`src/rtl/execute_stage.sv`:
```
// execute_stage
//   Execute stage of a five-stage pipeline. Single-cycle ALU operations
//   load the EX/MEM register one edge after acceptance. MUL runs a
//   32-iteration shift-add multiply, holding the upstream stage via busy
//   until the low product word is written into EX/MEM.
//
//   Optional feature: define OVF_TRAP_EN to flag signed ADD/SUB overflow
//   on out_ovf and suppress the write-back (out_WB forced to 00) for that
//   entry. Without it out_ovf is always 0 and out_WB passes through.
//
// Ports
//   clk, rst_n            clock, asynchronous active-low reset
//   in_valid              ID/EX entry valid
//   in_WB, in_M           write-back / memory controls
//   in_alu_op             decoded ALU operation
//   in_ALUSrc             1: operand B is in_imm, 0: in_rt_data
//   in_RegDst             1: destination rd, 0: rt
//   in_pc4                PC+4 of the instruction
//   in_rs_data            operand A
//   in_rt_data            operand B / store data
//   in_imm                sign-extended immediate
//   in_rt, in_rd          register specifiers
//   in_stall              downstream hold
//   in_flush              kill in-flight work
//   out_*                 EX/MEM register contents
//   busy                  upstream must hold ID/EX while high
module execute_stage #(
  parameter int DATA_W = 32
) (
  input  logic              clk,
  input  logic              rst_n,
  input  logic              in_valid,
  input  logic [1:0]        in_WB,
  input  logic [2:0]        in_M,
  input  logic [3:0]        in_alu_op,
  input  logic              in_ALUSrc,
  input  logic              in_RegDst,
  input  logic [DATA_W-1:0] in_pc4,
  input  logic [DATA_W-1:0] in_rs_data,
  input  logic [DATA_W-1:0] in_rt_data,
  input  logic [DATA_W-1:0] in_imm,
  input  logic [4:0]        in_rt,
  input  logic [4:0]        in_rd,
  input  logic              in_stall,
  input  logic              in_flush,
  output logic              out_valid,
  output logic [1:0]        out_WB,
  output logic [2:0]        out_M,
  output logic [DATA_W-1:0] out_branch_address,
  output logic              out_zero_flag,
  output logic [DATA_W-1:0] out_ALU_result,
  output logic [DATA_W-1:0] out_reg_write_data,
  output logic [4:0]        out_rd,
  output logic              out_ovf,
  output logic              busy
);

  localparam int               CNT_W    = $clog2(DATA_W);
  localparam logic [CNT_W-1:0] CNT_LAST = CNT_W'(DATA_W - 1);

  localparam logic [3:0] OP_AND = 4'b0000;
  localparam logic [3:0] OP_OR  = 4'b0001;
  localparam logic [3:0] OP_ADD = 4'b0010;
  localparam logic [3:0] OP_SUB = 4'b0110;
  localparam logic [3:0] OP_SLT = 4'b0111;
  localparam logic [3:0] OP_NOR = 4'b1100;
  localparam logic [3:0] OP_MUL = 4'b1000;

  typedef enum logic [1:0] {IDLE, MUL, DONE} state_t;

  state_t           state, state_nxt;
  logic [CNT_W-1:0] cnt;
  logic             start_mul, iter, ld_alu, ld_bubble, ld_mul, do_flush;

  function automatic logic signed [DATA_W-1:0] alu_fn(
    input logic [3:0]               op,
    input logic signed [DATA_W-1:0] a,
    input logic signed [DATA_W-1:0] b
  );
    logic signed [DATA_W-1:0] r;
    r = '0;
    case (op)
      OP_AND:  r = a & b;
      OP_OR:   r = a | b;
      OP_ADD:  r = a + b;
      OP_SUB:  r = a - b;
      OP_SLT:  r = (a < b) ? DATA_W'(1) : '0;
      OP_NOR:  r = ~(a | b);
      default: r = '0;
    endcase
    return r;
  endfunction

`ifdef OVF_TRAP_EN
  function automatic logic ovf_fn(
    input logic [3:0]               op,
    input logic signed [DATA_W-1:0] a,
    input logic signed [DATA_W-1:0] b,
    input logic signed [DATA_W-1:0] r
  );
    logic sa, sb, sr, v;
    sa = a[DATA_W-1];
    sb = b[DATA_W-1];
    sr = r[DATA_W-1];
    case (op)
      OP_ADD:  v = (sa == sb) && (sr != sa);
      OP_SUB:  v = (sa != sb) && (sr != sa);
      default: v = 1'b0;
    endcase
    return v;
  endfunction
`endif

  // ---- p0: operand select, single-cycle ALU, branch target ----
  logic signed [DATA_W-1:0] op_a_p0, op_b_p0, alu_res_p0;
  logic [DATA_W-1:0]        br_addr_p0;
  logic [4:0]               rd_p0;
  logic [1:0]               wb_p0;
  logic                     ovf_p0;

  assign op_a_p0    = in_rs_data;
  assign op_b_p0    = in_ALUSrc ? in_imm : in_rt_data;
  assign alu_res_p0 = alu_fn(in_alu_op, op_a_p0, op_b_p0);
  assign br_addr_p0 = in_pc4 + (in_imm << 2);
  assign rd_p0      = in_RegDst ? in_rd : in_rt;
`ifdef OVF_TRAP_EN
  assign ovf_p0     = ovf_fn(in_alu_op, op_a_p0, op_b_p0, alu_res_p0);
`else
  assign ovf_p0     = 1'b0;
`endif
  assign wb_p0      = ovf_p0 ? 2'b00 : in_WB;

  // ---- control FSM ----
  always_ff @(posedge clk or negedge rst_n) begin
    if (!rst_n) begin
      state <= IDLE;
      cnt   <= '0;
    end else begin
      state <= state_nxt;
      if (do_flush || start_mul)
        cnt <= '0;
      else if (iter && cnt != CNT_LAST)
        cnt <= cnt + CNT_W'(1);
    end
  end

  always_comb begin
    state_nxt = state;
    start_mul = 1'b0;
    iter      = 1'b0;
    ld_alu    = 1'b0;
    ld_bubble = 1'b0;
    ld_mul    = 1'b0;
    do_flush  = 1'b0;
    if (in_flush) begin
      do_flush  = 1'b1;
      state_nxt = IDLE;
    end else begin
      case (state)
        IDLE: begin
          if (!in_stall) begin
            if (!in_valid) begin
              ld_bubble = 1'b1;
            end else if (in_alu_op == OP_MUL) begin
              start_mul = 1'b1;
              state_nxt = MUL;
            end else begin
              ld_alu = 1'b1;
            end
          end
        end
        MUL: begin
          iter = 1'b1;
          if (cnt == CNT_LAST)
            state_nxt = DONE;
        end
        DONE: begin
          if (!in_stall) begin
            ld_mul    = 1'b1;
            state_nxt = IDLE;
          end
        end
        default: state_nxt = IDLE;
      endcase
    end
  end

  assign busy = (state != IDLE);

  // ---- p1: shift-add multiply; low product word is sign-agnostic ----
  logic [DATA_W-1:0] mcand_p1, mplier_p1, acc_p1;
  logic [DATA_W-1:0] br_p1, rwd_p1;
  logic [4:0]        rd_p1;
  logic [1:0]        wb_p1;
  logic [2:0]        m_p1;

  always_ff @(posedge clk) begin
    if (start_mul) begin
      mcand_p1  <= op_a_p0;
      mplier_p1 <= op_b_p0;
      acc_p1    <= '0;
      br_p1     <= br_addr_p0;
      rwd_p1    <= in_rt_data;
      rd_p1     <= rd_p0;
      wb_p1     <= wb_p0;
      m_p1      <= in_M;
    end else if (iter) begin
      if (mplier_p1[0])
        acc_p1 <= acc_p1 + mcand_p1;
      mcand_p1  <= mcand_p1 << 1;
      mplier_p1 <= mplier_p1 >> 1;
    end
  end

  // ---- EX/MEM register ----
  always_ff @(posedge clk or negedge rst_n) begin
    if (!rst_n) begin
      out_valid          <= 1'b0;
      out_WB             <= '0;
      out_M              <= '0;
      out_branch_address <= '0;
      out_zero_flag      <= 1'b0;
      out_ALU_result     <= '0;
      out_reg_write_data <= '0;
      out_rd             <= '0;
      out_ovf            <= 1'b0;
    end else if (do_flush || ld_bubble) begin
      out_valid <= 1'b0;
      out_WB    <= '0;
      out_M     <= '0;
    end else if (ld_alu) begin
      out_valid          <= 1'b1;
      out_WB             <= wb_p0;
      out_M              <= in_M;
      out_branch_address <= br_addr_p0;
      out_zero_flag      <= (alu_res_p0 == '0);
      out_ALU_result     <= alu_res_p0;
      out_reg_write_data <= in_rt_data;
      out_rd             <= rd_p0;
      out_ovf            <= ovf_p0;
    end else if (ld_mul) begin
      out_valid          <= 1'b1;
      out_WB             <= wb_p1;
      out_M              <= m_p1;
      out_branch_address <= br_p1;
      out_zero_flag      <= (acc_p1 == '0);
      out_ALU_result     <= acc_p1;
      out_reg_write_data <= rwd_p1;
      out_rd             <= rd_p1;
      out_ovf            <= 1'b0;
    end
  end

endmodule

```
`config.mk`:
```
export PLATFORM = sky130hd
export DESIGN_NAME = execute_stage
export DESIGN_NICKNAME = d
export VERILOG_FILES = /design/src/rtl/execute_stage.sv
export SDC_FILE = /design/constraint.sdc
export NUM_CORES = 1
export LEC_CHECK = 0
export ABC_AREA = 1
export CORE_MARGIN = 4
export CORE_UTILIZATION = 45
export DETAILED_ROUTE_END_ITERATION = 8
export PLACE_DENSITY = 0.73
export SETUP_SLACK_MARGIN = 0.15
export SLEW_MARGIN = 5
export SYNTH_ARGS = -nofsm -noshare
export SYNTH_HDL_FRONTEND = slang
export SYNTH_SLANG_ARGS = --single-unit
```
`constraint.sdc`:
```
create_clock -name clk -period 4.13 [get_ports clk]
set_input_delay 0.6195 -clock clk [delete_from_list [all_inputs] [get_ports clk]]
set_output_delay 0.6195 -clock clk [all_outputs]
set_load 0.1 [all_outputs]
```
==> results of run 1 <==
[synthesized netlist by cell type, drive strengths merged, types with 32 or more instances]
| master | count | area, um^2 |
|---|---|---|
| dfrtp | 115 | 2878 |
| inv | 413 | 1555 |
| dfxtp | 32 | 640.6 |
| edfxtp | 138 | 4144 |
| ha | 170 | 2127 |
| o21ai | 279 | 1415 |
| a21oi | 177 | 912.1 |
| nand3 | 155 | 805.8 |
| a31oi | 50 | 319.1 |
| nor3 | 44 | 246.5 |
| clkbuf | 53 | 198.9 |
| nor2 | 343 | 1383 |
| nand2 | 772 | 2958 |
| buf | 53 | 337.8 |
[placed cells by master, fill, tap and decap left out, drive strengths merged, types with 27 or more instances in the layout]
| cell | n |
|---|---|
| inv | 413 |
| nand3 | 155 |
| nand2 | 772 |
| ha | 170 |
| buf | 94 |
| a31oi | 50 |
| dfrtp | 115 |
| nor3 | 44 |
| clkbuf | 46 |
| clkdlybuf4s50 | 260 |
| o21ai | 279 |
| nor2 | 343 |
| edfxtp | 138 |
| dfxtp | 32 |
| a21oi | 177 |
| nand4 | 27 |
[power by group through the flow]
| stage | sequential, W | combinational, W | clock, W |
|---|---|---|---|
| after floorplan | 0.00499 | 0.00181 | 0 |
| after global placement | 0.00356 | 0.00473 | 0 |
| after detailed placement | 0.00356 | 0.00474 | 0 |
| after CTS | 0.00351 | 0.00475 | 0.00299 |
| after global routing | 0.00354 | 0.00510 | 0.00309 |
| final | 0.00351 | 0.00480 | 0.00295 |
[worst max-delay path, stage by stage]
cell and delay (ps):
clkdlybuf4s50_1 490, o21ai_0 310, buf_4 230, ha_1 310
nor2_1 260, nand3_1 140, nand2_1 280, nand2_1 120
nand2_1 150, nand2_1 60, nand3_1 70, nand2_1 60
nor2_2 250, nand3_1 160, nor2_1 210, nand3_1 120
nor2_1 110, nand2_1 50, a21oi_1 110
[through the flow]
stage,instance area [um^2],util (%)
after floorplan,21760,-
after global placement,25450,53.30
after detailed placement,25450,53.30
after CTS,26520,55.55
after global routing,26530,55.57
final,26530,55.57
[registers in the layout, indices dropped and copies added, names as in the netlist, 32 cells and up]
| signal | cells |
|---|---|
| mplier_p1 | 32 |
| acc_p1 | 32 |
| br_p1 | 32 |
| rwd_p1 | 32 |
| mcand_p1 | 32 |
| out_reg_write_data | 32 |
| out_branch_address | 32 |
| out_ALU_result | 32 |
[routing by layer]
layer | GRT usage, % | vias to the layer above | share of wire (%)
met5 | 0 | - | 0.016
met4 | 10.24 | 2 | 3.8
met3 | 5.801 | 135 | 8.4
met2 | 47.69 | 924 | 45
met1 | 41.91 | 10100 | 43
li1 | - | 10510 | -
[cell type report]
type | instances | share of cell area, %
antenna | 4 | 0.03773
clock buffer | 46 | 3.457
tap | 615 | 2.900
multi-input combinational | 2206 | 45.33
sequential | 285 | 28.88
clock inverter | 16 | 0.5895
inverter | 416 | 5.928
timing repair buffer | 354 | 12.88
[final timing paths]
| check | from | to | slack, ps |
|---|---|---|---|
| worst max-delay path | in_rt_data[4] | out_zero_flag | 480 |
| worst min-delay path | rst_n | out_rd[2] | 70 |
| worst max register to register | state[1] | out_branch_address[18] | 1320 |
| worst min register to register | cnt[2] | cnt[2] | 460 |
| max in group asynchronous | rst_n | out_ALU_result[14] | 3170 |
| min in group clk | cnt[2] | cnt[2] | 460 |
[logic make-up (layout without fill, tap and decap cells)]
family	Yosys count	after routing	share of synthesized area [%]
and+or+nand+nor	1371	1371	26.58
AOI/OAI and AO/OA	604	604	16.05
buffers and inverters	522	832	9.665
DFF	285	285	35.21
adders and majority gates	174	174	10.14
xor gates and xnor gates	46	46	1.851
muxes	10	10	0.4887
other	1	5	0.01723
==> results.cfg, run 1 <==
[global_route]
grt_pass1_vias = 20020
grt_pass1_wl_mm = 122.2
grt_remaining_overflow = 0
antenna_found_initial = 5
grt_max_degree = 108
groute.usage.overall_pct = 30.22

[cts]
worstSkewPairLatency_ps = 540
cts_buffers = 34
clkSinkCount = 285
clkSlewWorstSetupHoldPaths_ps = 70
root_buffer = clkbuf_16
htree_levels = 2
cts_tree = built
clk_path_buf_depth = 3
postCtsSetupBuffers = 0
hold_buffers = 0
post_cts_resized = 0

[die]
die-area_mm2 = 0.05194
start_util_pct = 45.58
fp-row-count = 80
boundaryPins = 264
die_y_um = 227.9
die_x_um = 227.9
core_mm2 = 0.04775

[pwr]
switching_share_pct = 43.91
p_sw_w = 0.004946
irDropWorstVdd_mv = 0.3023
pwr-share-clk_pct = 26.2
total_power_w = 0.01126
pwr-share-seq_pct = 31.2
power_frac_comb_pct = 42.6
p_leak_nw = 12.54
internal_power_w = 0.006318
power_density_mw_per_mm2 = 424.5

[detailed_routing]
wl_per_cell_um = 20.78
drtPass1Iterations = 6
viasPerCell = 5.496
drt_iter0_markers = 2276
vias = 21660
finalWirelength_mm = 81.92
detail-route-antenna-nets = 0
drc = 0

[sta]
slew_viol_final = 0
fin_ws_ps = 475.2
finClkSkew_ps = 21.40
setup_violations = 0
max_freq_ghz = 0.2736
rsz0062_at_grt = no
worst_pin_slew_ps = 1093
holdWs_ps = 67.72
fin_crit_ps = 3655
hold_viol = 0
layout_worst_path_cycle_share_pct = 88.49
relSlewSlack_pct = 26.87
setup_tns_ps = 0

[logic_synthesis]
synth_area_mm2 = 0.02176
synth_seq_area_share_pct = 35.21
synth-edff-count = 138
synth_cell_type_count = 66
synth.avg_cell_area_um2 = 7.222
synth_ff_type = edfxtp_1
synthArstFlopShare_pct = 40.35
syn_inst = 3013
ys.warnings.count = 0
synth-seq-cells = 285
synth_nets = 3341

[setup_path]
r2r_cells = 9
critPathLaunchType = input pin
crit_required_ps = 4600
endpoint_kind = flop
critical_path_peak_fanout = 4
path_class = in2reg
cp.arrival_ps = 4120

[placed_design]
dp_cells = 3876
globalplace.congestion = 1.056
hpwl_mm = 64.98
place_worst_setup_slack_ps = 57.57
io_buffer_count = 262

[final_layout]
fin_cells = 3942
register_area_mm2 = 0.007662
fillCellCount = 4523
multi_input_area_mm2 = 0.01203
drive_above_1_share_pct = 7.674
area_growth_pct = 21.93
layout.nets = 3625

[run_status]
status = complete, no violations

[worst_hold_path]
holdCritPathClass = in2async

[flow_run]
drv_cap = 0
Note: power is estimated with default switching activity, not from simulation.
==> run 2: changes to the inputs <==
Settings changed: CTS_CLUSTER_SIZE from default to 8.
==> run 2 against run 1 <==
Net effect: count of clock-buffer cells in the layout up 27; first-iteration DRC count down 1.8%; power up 2.8%; die area unchanged; highest routed layer is now met4; combinational power about the same; cell count up 0.38%; fmax up 1.2%.
==> results.cfg, run 2 (synthesized netlist as in run 1, its figures left out) <==
[placed_design]
dp_cells = 3876
globalplace.congestion = 1.056
hpwl_mm = 64.98
io_buffer_count = 262

[cts]
postCtsSetupBuffers = 0
clkSinkCount = 285
htree_levels = 2
post_cts_resized = 0
clkSlewWorstSetupHoldPaths_ps = 50
root_buffer = clkbuf_16
cts_tree = built
hold_buffers = 0
worstSkewPairLatency_ps = 560
cts_buffers = 42
clk_path_buf_depth = 3

[global_route]
grt_remaining_overflow = 0
grt_pass1_wl_mm = 122.6
grt_busiest_layer = met2
grtUsageMet2_pct = 47.30
grt_pass1_vias = 20080
grt_max_degree = 108
antenna_found_initial = 5
grt.met1_usage_pct = 42.29
met3_usage_pct = 5.664
groute.usage.overall_pct = 30.32

[sta]
worst_pin_slew_ps = 1095
hold_viol = 0
layout_worst_path_cycle_share_pct = 87.46
fin_crit_ps = 3612
setup_tns_ps = 0
setup_violations = 0
slew_viol_final = 0
rsz0062_at_grt = no
finClkSkew_ps = 34.13
max_freq_ghz = 0.2769
relSlewSlack_pct = 26.80

[detailed_routing]
finalWirelength_mm = 82.14
wl_per_cell_um = 20.76
drtPass1Iterations = 6
vias = 21770
detail-route-antenna-nets = 0
viasPerCell = 5.500
drc = 0
drt_iter0_markers = 2234

[pwr]
pwr-share-clk_pct = 28.1
pwr-share-seq_pct = 30.4
power_density_mw_per_mm2 = 433.6
power_frac_comb_pct = 41.5
internal_power_w = 0.006593
irDropWorstVdd_mv = 0.2910
p_leak_nw = 12.61
total_power_w = 0.01158
p_sw_w = 0.004985
switching_share_pct = 43.05

[die]
fp-row-count = 80
boundaryPins = 264
start_util_pct = 45.58
die-area_mm2 = 0.05194
die_y_um = 227.9
die_x_um = 227.9
core_mm2 = 0.04775

[final_layout]
drive_above_1_share_pct = 7.609
final_cell_mix = nand2_1, inv_1, nor2_1
area_growth_pct = 22.69
layout.nets = 3633
layout_commonest_cell = nand2_1
fin_cells = 3957

[setup_path]
cpMostUsedCell = nand2_1
crit_chain = clkdlybuf4s50_1 > o21ai_0 > buf_4 > ha_1 > nor2_1 > nand3_1 > nand2_1 > nand2_1 > nand2_1 > nand2_1 > nand3_1 > nand2_1 > nor2_2 > nand3_1 > nor2_1 > nand3_1 > nor2_1 > nand2_1 > a21oi_1
cp_top_family = simple AND/OR/NAND/NOR gates
cpMaxStageDelayCell = clkdlybuf4s50_1
endpoint_kind = flop
path_class = in2reg
critical_path_peak_fanout = 4
crit_required_ps = 4620
max_stage_delay_ps = 500
crit_buf_inv = 2
worstSetupStartpoint = in_rt_data[4]
cp.arrival_ps = 4100
r2r-start = state[1]
critPathLaunchType = input pin

[run_status]
status = complete, no violations

[flow_run]
drv_cap = 0

[worst_hold_path]
holdCritPathClass = in2async
-- run 2: cell count changes in the layout (fill, tap and decap cells not counted), sizes merged --
cell,before,now
clkbuf,46,73
clkinv,16,6
bufinv,2,1
clkinvlp,1,0
-- run 2: final cells by class --
class                      instances  area (um^2)
clock buffer                      73         1167
clock inverter                     4        72.57
multi-input combinational       2206        12030
timing repair buffer             354         3418
antenna                            4        10.01
sequential                       285         7662
fill                            4517        21050
inverter                         416         1573
tap                              615        769.5
-- run 2: per-layer routing --
metal	routed length, um	share of wire, %
met2	36310	44
met1	35360	43
met3	7095	8.6
met5	0	0
met4	3378	4.1
-- run 2: path summary, 6_finish.rpt --
path	endpoint	slack, ps	cells past startpoint
max reg2reg	out_branch_address[25]	1290	10
min	out_rd[2]	50	1
max	out_zero_flag	520	19
min reg2reg	cnt[2]	460	1
max in group asynchronous	out_branch_address[17]	3190	2
min in group clk	cnt[2]	460	1
-- run 2: through the flow --
step                util, %  cell area, um^2  hold WS, ps  setup WS, ps
floorplan                 -            21760        323.9         542.5
global placement      53.30            25450        443.7         22.69
detailed placement    53.30            25450        447.1         57.57
CTS                   55.90            26690        60.20         633.0
global route          55.91            26700        90.79         339.1
finish                55.92            26700        54.70         518.0
-- run 2: worst reg2reg max path: cells and delay by family, from the launching register on --
kind / cells / cell delay, ps
DFF: 1 / 430
and+or+nand+nor: 4 / 620
buffers and inverters: 3 / 1250
AOI/OAI and AO/OA: 3 / 460
-- run 2: power groups by stage --
stage | logic [W] | clock network, W | registers (W)
after floorplan | 0.00181 | 0 | 0.00499
after global placement | 0.00473 | 0 | 0.00356
after detailed placement | 0.00474 | 0 | 0.00356
after CTS | 0.00475 | 0.00331 | 0.00351
after global routing | 0.00510 | 0.00343 | 0.00354
final | 0.00480 | 0.00326 | 0.00352
